<file path="src/rtl/mem_access_ctrl.sv">
// Load/store controller between the processor datapath and the data memory.
// Accepts one request at a time, range-checks the word address, holds the
// memory strobes for WAIT_CYCLES cycles and returns a registered response.
module mem_access_ctrl #(
    parameter int unsigned WAIT_CYCLES = 1,
    parameter int unsigned MEM_DEPTH   = 256
) (
    input  logic        clk,
    input  logic        reset_n,
    // Request side
    input  logic        req_valid,
    output logic        req_ready,
    input  logic        req_write,
    input  logic        req_byte,
    input  logic        req_signed,
    input  logic [17:0] req_addr,
    input  logic [31:0] req_wdata,
    // Response side
    output logic        resp_valid,
    output logic [31:0] resp_data,
    output logic        resp_error,
    output logic        busy,
    // Memory side
    output logic [17:0] mem_address,
    output logic [31:0] mem_write_data,
    output logic        mem_read,
    output logic        mem_write,
    output logic        mem_byte,
    input  logic [31:0] mem_read_data
);

    // A wait of zero still needs one strobe cycle.
    localparam int unsigned WaitEff = (WAIT_CYCLES == 0) ? 1 : WAIT_CYCLES;
    localparam int unsigned CntW    = $clog2(WaitEff + 1);
    localparam logic [CntW-1:0] CntFirst = CntW'(1);
    localparam logic [CntW-1:0] CntLast  = CntW'(WaitEff);

    typedef enum logic [1:0] {
        StIdle,
        StAccess,
        StDone
    } state_e;

    state_e        r_state;
    state_e        w_state_next;

    logic [CntW-1:0] r_cnt;
    logic          r_write;
    logic          r_byte;
    logic          r_signed;
    logic [17:0]   r_addr;
    logic [31:0]   r_wdata;

    logic          r_resp_valid;
    logic [31:0]   r_resp_data;
    logic          r_resp_error;

    logic          w_accept;
    logic          w_in_range;
    logic          w_last;
    logic [31:0]   w_load_ext;

    assign w_accept   = (r_state == StIdle) && req_valid;
    assign w_in_range = (32'(req_addr) < MEM_DEPTH);
    assign w_last     = (r_state == StAccess) && (r_cnt == CntLast);

    assign resp_valid = r_resp_valid;
    assign resp_data  = r_resp_data;
    assign resp_error = r_resp_error;

    // State register.
    always_ff @(posedge clk) begin
        if (!reset_n) begin
            r_state <= StIdle;
        end else begin
            r_state <= w_state_next;
        end
    end

    // Next-state decode and state-derived outputs; memory side sees registered fields only.
    always_comb begin
        w_state_next   = r_state;
        req_ready      = 1'b0;
        busy           = 1'b0;
        mem_address    = 18'd0;
        mem_write_data = 32'd0;
        mem_read       = 1'b0;
        mem_write      = 1'b0;
        mem_byte       = 1'b0;
        unique case (r_state)
            StIdle: begin
                req_ready = 1'b1;
                if (req_valid) begin
                    w_state_next = w_in_range ? StAccess : StDone;
                end
            end
            StAccess: begin
                busy           = 1'b1;
                mem_address    = r_addr;
                mem_write_data = r_wdata;
                mem_byte       = r_byte;
                mem_read       = !r_write;
                // Store strobe only in the first cycle so memory sees one write pulse.
                mem_write      = r_write && (r_cnt == CntFirst);
                if (r_cnt == CntLast) begin
                    w_state_next = StDone;
                end
            end
            StDone: begin
                busy         = 1'b1;
                w_state_next = StIdle;
            end
            default: begin
                w_state_next = StIdle;
            end
        endcase
    end

    // Capture the request fields on acceptance; later req_* changes are ignored.
    always_ff @(posedge clk) begin
        if (!reset_n) begin
            r_write  <= 1'b0;
            r_byte   <= 1'b0;
            r_signed <= 1'b0;
            r_addr   <= 18'd0;
            r_wdata  <= 32'd0;
        end else if (w_accept) begin
            r_write  <= req_write;
            r_byte   <= req_byte;
            r_signed <= req_signed;
            r_addr   <= req_addr;
            r_wdata  <= req_wdata;
        end
    end

    // Wait counter: starts at 1 on the first ACCESS cycle.
    always_ff @(posedge clk) begin
        if (!reset_n) begin
            r_cnt <= '0;
        end else if (w_accept && w_in_range) begin
            r_cnt <= CntFirst;
        end else if (r_state == StAccess && !w_last) begin
            r_cnt <= r_cnt + CntFirst;
        end else begin
            r_cnt <= '0;
        end
    end

    // Byte loads take the low byte, zero- or sign-extended.
    always_comb begin
        w_load_ext = mem_read_data;
        if (r_byte) begin
            if (r_signed) begin
                w_load_ext = {{24{mem_read_data[7]}}, mem_read_data[7:0]};
            end else begin
                w_load_ext = {24'd0, mem_read_data[7:0]};
            end
        end
    end

    // Response registers; data and error hold until the next completion.
    always_ff @(posedge clk) begin
        if (!reset_n) begin
            r_resp_valid <= 1'b0;
            r_resp_data  <= 32'd0;
            r_resp_error <= 1'b0;
        end else begin
            r_resp_valid <= (w_state_next == StDone);
            if (w_accept && !w_in_range) begin
                r_resp_data  <= 32'd0;
                r_resp_error <= 1'b1;
            end else if (w_last) begin
                r_resp_data  <= r_write ? 32'd0 : w_load_ext;
                r_resp_error <= 1'b0;
            end
        end
    end

endmodule

</file>
<file path="config.mk">
export PLATFORM = sky130hd
export DESIGN_NAME = mem_access_ctrl
export DESIGN_NICKNAME = d
export VERILOG_FILES = /design/src/rtl/mem_access_ctrl.sv
export SDC_FILE = /design/constraint.sdc
export NUM_CORES = 1
export LEC_CHECK = 0
export ABC_AREA = 1
export CAP_MARGIN = 20
export CORE_MARGIN = 2
export CORE_UTILIZATION = 46
export CTS_BUF_LIST = sky130_fd_sc_hd__clkbuf_8
export DETAILED_ROUTE_END_ITERATION = 6
export GPL_TIMING_DRIVEN = 0
export PLACE_DENSITY_LB_ADDON = 0.12
export SYNTH_ARGS = -nofsm -noshare
export SYNTH_HDL_FRONTEND = slang
export SYNTH_SLANG_ARGS = --single-unit
</file>
<file path="constraint.sdc">
create_clock -name clk -period 2.4 [get_ports clk]
set_input_delay 0.48 -clock clk [delete_from_list [all_inputs] [get_ports clk]]
set_output_delay 0.48 -clock clk [all_outputs]
set_load 0.03 [all_outputs]
</file>
==> results of run 1 <==
[area by class of cell]
cell class	count	area share
Tap cell	105	0.0222
Multi-Input combinational cell	331	0.283
Sequential cell	90	0.304
Clock inverter	5	0.00823
Clock buffer	9	0.0209
Inverter	60	0.0380
Buffer	38	0.0378
Timing Repair Buffer	176	0.286
[layer usage]
| metal | track usage | vias up |
|---|---|---|
| met5 | 0 | - |
| met4 | 0.0786 | 0 |
| met3 | 0.0658 | 8 |
| met2 | 0.402 | 123 |
| met1 | 0.268 | 1769 |
| li1 | - | 1996 |
[layout by cell type, fill, tap and decap left out]
| master | count |
|---|---|
| a21boi_0 | 1 |
| a21oi_1 | 8 |
| a21oi_2 | 20 |
| a22oi_1 | 8 |
| and3_1 | 1 |
| buf_2 | 12 |
| buf_4 | 5 |
| buf_6 | 5 |
| bufinv_16 | 1 |
| clkbuf_1 | 10 |
| clkbuf_2 | 13 |
| clkbuf_4 | 1 |
| clkbuf_8 | 9 |
| clkdlybuf4s15_1 | 21 |
| clkdlybuf4s50_1 | 124 |
| clkinv_2 | 3 |
| dfxtp_1 | 90 |
| dlygate4sd2_1 | 22 |
| dlymetal6s2s_1 | 1 |
| ha_1 | 2 |
| inv_1 | 60 |
| inv_2 | 1 |
| nand2_1 | 87 |
| nand2_2 | 3 |
| nand3_1 | 1 |
| nor2_1 | 122 |
| o211ai_1 | 4 |
| o211ai_2 | 20 |
| o21ai_0 | 39 |
| o21ai_1 | 14 |
| o21bai_2 | 1 |
[state kept, by name (all words and copies together) (netlist names)]
register / cells
resp_error: 1
r_write: 1
resp_data: 32
r_cnt: 1
r_byte: 1
resp_valid: 1
r_state: 2
r_addr: 18
r_wdata: 32
r_signed: 1
[worst max-delay path: cells and delay by family (launching register included)]
family	cells	cell delay, ps
fa+ha+maj	1	160
simple gates	1	60
flops	1	370
buf+inv	3	890
[path summary, 6_finish.rpt]
| path | startpoint | to | cells past startpoint |
|---|---|---|---|
| setup reg to reg | r_state[0] | resp_data[29] | 8 |
| hold / removal | resp_data[29] | resp_data[29] | 2 |
| setup / recovery | r_state[0] | mem_address[17] | 5 |
| hold reg to reg | resp_data[29] | resp_data[29] | 2 |
[through the flow]
stage	power, mW	util
after global routing	3.11	0.718
after detailed placement	2.06	0.704
after CTS	3.00	0.718
after floorplan	1.84	-
final	2.98	0.718
after global placement	2.04	0.704
[report_power, final]
part / switching [mW] / internal, mW
clock: 0.494 / 0.461
sequential: 0.0368 / 1.57
combinational: 0.203 / 0.211
total: 0.733 / 2.24
[logic make-up after synthesis]
family	Yosys count	synth area share
buffers and inverters	98	0.113
adder cells (fa/ha/maj)	2	0.00638
AO/OA/AOI/OAI	115	0.214
AND/OR/NAND/NOR	214	0.207
flip-flops	90	0.459
[timing repair]
item / in CTS / in global routing
gates resized for setup: 58 / 37
cloned: 0 / 0
endpoints found under the setup margin: 51 / 30
==> results by stage, run 1 <==
Status:
- The flow ran to the end, and the final reports show no timing, DRC or antenna violations.

Setup path:
- The setup slack on the worst flop-to-flop path is 830 ps.
- For the worst setup path, the data arrival time is 1830 ps.
- Along the worst path, the maximum fanout reaches 9.
- The type of origin of the critical path is a flip-flop.
- The startpoint-to-endpoint class of the critical path is flip-flop to output pin.
- At the worst endpoint, the required time is 1920 ps.
- In this design, the stage delay of the slowest critical-path cell is 680 ps.
- Walking the worst path, the cells encountered are ha_1, buf_4, nand2_1, inv_1, clkdlybuf4s50_1.
- The slowest stage of the critical path belongs to the cell clkdlybuf4s50_1.
- The endpoint kind of the worst setup timing path is an output pin.

Timing:
- The final setup violation count is 0.
- The worst-case hold slack is 466 ps.
- The number of endpoints with negative hold slack in the final report is 0.
- For the pin with the worst max-slew slack, the measured transition is 450 ps.
- The normalized max-slew margin is 0.700.
- The final max-slew violation count is 0.
- Once routing completed, OpenROAD measured the worst setup slack at 87.5 ps.
- Setup repair after global routing left no endpoint under its margin.
- The post-route minimum period is 2310 ps.
- Static timing analysis puts the maximum clock frequency at 432 MHz.
- Summed over all failing endpoints, the final setup total negative slack is 0 ps.
- The final worst clock skew is 10.7 ps.
- The portion of the clock cycle consumed by the worst path in the final layout is 0.964.

Routing:
- The number of antenna-violating nets in the routed design is 0.
- The via count normalized by instance count is 4.79.
- The final layout contains routed wiring with a total length of 10700 um.
- The first detailed-routing pass took 4 iterations.
- The detailed-route wire length per cell is 13.1 um.
- After the first detailed-routing iteration, the DRC count stood at 135.
- Summed over all nets, wire length on met2 after detailed routing comes to 5260 um.
- The total length of routed met3 wires is 858 um.
- The highest metal layer with signal wires is met4.
- The detailed router put a total of 4430 um of wire on met1.
- The DRC violation count after routing is 0.
- Across all layers, the routed design uses 3896 vias.

Final layout:
- Summing all multi-input logic gate instances after layout gives 0.00168 mm^2.
- The number of standard cells in the final layout excluding fillers is 814.
- The sequential cells in the finished layout cover a total of 0.00180 mm^2.
- The final instance area is 0.00593 mm^2.
- The total of fill cells in the finished design is 695.
- The share of cells above drive strength 1 is 0.133.
- From synthesis to final layout, the design area changed by 51.2%.
- The count of nets after finishing is 796.
- The repair_antennas step left the layout with diodes totalling 0.

Synth:
- During synthesis, Yosys emitted a total of 0 warnings.
- For this run, asynchronously set or reset flops after synthesis account for 0.
- The prevailing post-synth register cell is dfxtp_1.
- The mapped netlist covers 0.00392 mm^2.
- In the synthesized netlist, the cells that appear most often are nor2_1 (122), dfxtp_1 (90), nand2_1 (88).
- The count of cell types in the netlist is 23.
- Of the synthesized area, sequential elements account for 0.459.
- The average cell area after synthesis is 7.56 um^2.
- Synthesis inferred 90 register bits.
- The number of synthesized flops with an enable pin is 0.
- The largest area contributor in the netlist is dfxtp_1.
- The share of synthesized area in the top cell type comes to 0.459.
- The cell with the most instances after synthesis is nor2_1.
- Sorting the synthesized cells by area gives the leading types as dfxtp_1 (46%), nor2_1 (12%), nand2_1 (8.4%).
- The cell count after synthesis is 519.
- The number of nets in the synthesized netlist is 609.

Clock network:
- The clock-pin slew on the worst setup and hold paths is 80 ps.
- The worst-skew pair later-pin latency is 350 ps.
- TritonCTS created 9 clock buffers.
- The number of hold buffers added after CTS was 0.
- The TritonCTS clock tree is done.
- The deepest level of the CTS H-tree is 3.
- The TritonCTS sink count is 90.
- The root cell of the clock tree is clkbuf_8.
- The maximum number of buffers from clock root to sink is 2.
- The number of setup buffers added after CTS is 0.

Global route:
- The pin count of the biggest net entering global routing is 14.
- The total grt overflow is 0.
- The via count of the first global-routing pass came to 3698.
- The first global-routing pass estimated 16700 um of wire.
- The number of antenna violations at the first check in global routing is 0.
- The global-route usage over all layers is 0.229.

Place:
- Summing all placed instances gives a cell area of 0.00581 mm^2.
- The weighted congestion reported at the end of routability-driven placement is 0.815.
- The setup slack at placement is -55.8 ps.
- Detailed placement finished with a half-perimeter wire length of 8160 um.
- After detailed placement, the design holds a cell count of 800.
- In this run the tool buffered the top-level ports with 176 buffer cells.

Power:
- The power per standard cell area is 502 mW/mm^2.
- The leakage component of the power is 2.78 nW.
- The highest ir drop seen on vdd is 0.000361 V.

Die:
- The die width is 96.3 um.
- The die footprint is 0.00928 mm^2.
- The number of core rows is 33.
- The starting utilization of the core area is 0.475.
- The number of top-level pins is 177.
- The height of the chip is 96.3 um.
- The area inside the core boundary is 0.00826 mm^2.

Worst hold path:
- The worst min-delay path category is flip-flop to flip-flop.

Run:
- Max-cap violations in this run came to 0.
(Power assumes the default switching activity.)
==> run 2, diff against run 1 <==
SKIP_LAST_GASP = 1   (was unset)
==> run 2 against run 1 <==
Effect of this change: sequential share of layout area is essentially flat; critical path depth increased by 1; sequential power hardly changed; core utilization barely moved; largest power group unchanged; non-clock buffer count is the same; global-route usage did not move; register-to-register slack barely moved; via count is essentially flat; combinational power barely moved; clock power about the same.
==> results by stage, run 2 (synthesis gave the netlist of run 1 again) <==
Status:
- Outcome: finished, final reports clean (unchanged).

Final layout:
- Most frequent cells in the layout: clkdlybuf4s50_1 (124), nor2_1 (122), dfxtp_1 (90) (unchanged).
- The share of cells above drive strength 1 came to 0.131 (was 0.133).
- The number of antenna diodes is 0 (unchanged).
- The most frequent standard cell in the layout excluding fill and tap cells is clkdlybuf4s50_1 (unchanged).
- The number of standard cells in the final layout excluding fillers is 814 (unchanged).
- The area used by multi-input combinational logic is 0.00168 mm^2 (unchanged).
- The layout overhead on the synthesized area came to 51.2% (about the same).
- The area occupied by registers was 0.00180 mm^2 (unchanged).
- The count of nets after finishing is 796 (unchanged).
- The total of fill cells in the finished design came to 697 (was 695).
- The final instance area is 0.00593 mm^2 (about the same).

Timing:
- The portion of the clock cycle consumed by the worst path in the final layout came to 0.976 (was 0.964).
- The normalized max-slew margin is 0.700 (about the same).
- The final max-slew violation count is 0 (unchanged).
- The pin slew with the least headroom to its limit is 450 ps (about the same).
- The number of endpoints with negative hold slack in the final report is 0 (unchanged).
- The final setup violation count is 0 (unchanged).
- The final worst clock skew is 10.8 ps (was 10.7 ps).
- The post-route minimum period is 2340 ps (was 2310 ps).
- Unrepaired setup endpoints after global routing: yes (was no).
- The maximum frequency from static timing analysis is 427 MHz (was 432 MHz).
- The aggregate negative setup slack is 0 ps (unchanged).

Setup path:
- The cell with the biggest individual delay on the critical path is clkdlybuf4s15_1 (was clkdlybuf4s50_1).
- The biggest fanout along the worst timing path was 10 (was 9).
- The delay contributed by the slowest stage of the critical path is 380 ps (was 680 ps).
- The data arrival time of the critical path was 1860 ps (was 1830 ps).
- The type of origin of the critical path was a flip-flop (unchanged).
- The required time of the critical path was 1920 ps (about the same).
- The kind of cell adding the most delay to the critical path is buffers and inverters (unchanged).
- The count of buffer and inverter cells on the critical path is 3 (unchanged).
- The startpoint-to-endpoint class of the critical path was flip-flop to output pin (unchanged).
- Ordered cell list for the critical path: ha_1, buf_4, nand2_2, buf_2, nor2_1, clkdlybuf4s15_1 (was ha_1, buf_4, nand2_1, inv_1, clkdlybuf4s50_1).
- The endpoint kind of the worst setup timing path was an output pin (unchanged).
- The setup slack on the worst flop-to-flop path was 830 ps (about the same).

Clock network:
- The maximum number of buffers from clock root to sink is 2 (unchanged).
- The hold-fix buffer count after cts is 0 (unchanged).
- The post-CTS setup-driven buffer insertion count is 0 (unchanged).
- The clock-pin slew on the worst setup and hold paths was 80 ps (about the same).
- The deepest level of the CTS H-tree is 3 (unchanged).
- The TritonCTS clock tree was done (unchanged).
- The root cell of the clock tree is clkbuf_8 (unchanged).
- The total clock buffers created by CTS is 9 (unchanged).
- The TritonCTS sink count is 90 (unchanged).
- The worst-skew pair later-pin latency is 350 ps (about the same).

Place:
- The weighted congestion reported at the end of routability-driven placement is 0.815 (unchanged).
- The area of placed instances is 0.00581 mm^2 (unchanged).
- The count of placed standard cells including taps is 800 (unchanged).
- The count of input and output buffers is 176 (unchanged).
- The half-perimeter wire length after placement is 8160 um (unchanged).

Global route:
- The total grt overflow came to 0 (unchanged).
- The number of antenna violations at the first check in global routing is 0 (unchanged).
- The via count of the first global-routing pass came to 3699 (was 3698).
- The global-route track usage on met1 came to 0.268 (unchanged).
- The global routing met2 resource utilization is 0.402 (unchanged).
- The global-route met3 utilization is 0.0658 (unchanged).
- The first-pass GRT wire length came to 16700 um (unchanged).
- The global-route usage over all layers is 0.229 (unchanged).
- The most heavily used metal layer in global routing was met2 (unchanged).
- The pin count of the biggest net entering global routing is 14 (unchanged).

Die:
- The number of core rows came to 33 (unchanged).
- The starting utilization of the core area is 0.475 (unchanged).
- The number of top-level pins is 177 (unchanged).
- The die width is 96.3 um (unchanged).
- The die footprint came to 0.00928 mm^2 (unchanged).
- The height of the chip was 96.3 um (unchanged).
- The area inside the core boundary is 0.00826 mm^2 (unchanged).

Routing:
- The number of antenna-violating nets in the routed design was 0 (unchanged).
- The detailed-route wire length per cell came to 13.0 um (was 13.1 um).
- The total number of vias was 3898 (was 3896).
- The number of optimization iterations in the first detailed-route pass is 4 (unchanged).
- The DRC violation count after routing is 0 (unchanged).
- The total length of routed wires is 10600 um (was 10700 um).
- The violation count after the first detailed-routing iteration was 136 (was 135).
- The via count normalized by instance count came to 4.79 (about the same).

Power:
- The power per standard cell area was 501 mW/mm^2 (was 502 mW/mm^2).
- The highest ir drop seen on vdd was 0.000361 V (about the same).
- The leakage component of the power is 2.80 nW (was 2.78 nW).
- The final total power is 2.97 mW (was 2.98 mW).

Worst hold path:
- The worst min-delay path category is flip-flop to flip-flop (unchanged).

Run:
- The reported max-cap violation count is 0 (unchanged).
## run 2: cell count changes in the layout (fill, tap and decap cells not counted)
cell / previous run / this run
clkbuf_2: 13 / 12
dlygate4sd2_1: 22 / 27
clkdlybuf4s15_1: 21 / 17
## run 2: tightest hold or removal path, cell delays in order, from the launching register on
cell and delay, ps:
dfxtp_1 310, nand2_1 60, a21oi_1 50
## run 2: final timing paths
kind / start / end / cells after the start
hold / removal: resp_data[29] / resp_data[29] / 2
setup / recovery: r_state[0] / mem_write / 6
setup reg to reg: r_state[0] / resp_data[30] / 8
hold reg to reg: resp_data[29] / resp_data[29] / 2
## run 2: stage by stage
step	utilization	hold slack (ps)	worst slack (ps)
3_3_place_gp	0.704	449	-40.2
3_5_place_dp	0.704	455	-55.8
4_1_cts	0.718	467	-56.8
2_1_floorplan	-	455	591
5_1_grt	0.718	492	-43.4
6_report	0.718	465	58.1
## run 2: cell type report
class | instances | area share
multi-input combinational | 331 | 0.283
clock inverter | 5 | 0.00823
timing repair buffer | 176 | 0.286
buffer | 38 | 0.0378
sequential | 90 | 0.304
tap | 105 | 0.0222
inverter | 60 | 0.0380
clock buffer | 9 | 0.0209
## run 2: timing repair
item	CTS	global route
endpoints found under the setup margin	51	25
gates cloned	0	0
resized for setup	57	32
endpoints found under the hold margin	0	0
pin swaps	0	0
## run 2: report_power, final
group          internal, mW  switching, mW  leakage (nW)
combinational         0.211          0.203          1.96
sequential             1.57         0.0367         0.739
clock                 0.461          0.492        0.0959
## run 2: routing by layer
metal,vias up,share of wire
met5,-,0
met4,0,0.011
met3,8,0.084
met2,127,0.49
met1,1766,0.41
li1,1997,-
==> run 3, diff against run 2 <==
CTS_CLUSTER_SIZE = 10   (was unset)
==> results of run 3 <==
Final layout, timing and power as in run 2 (identical DEF).
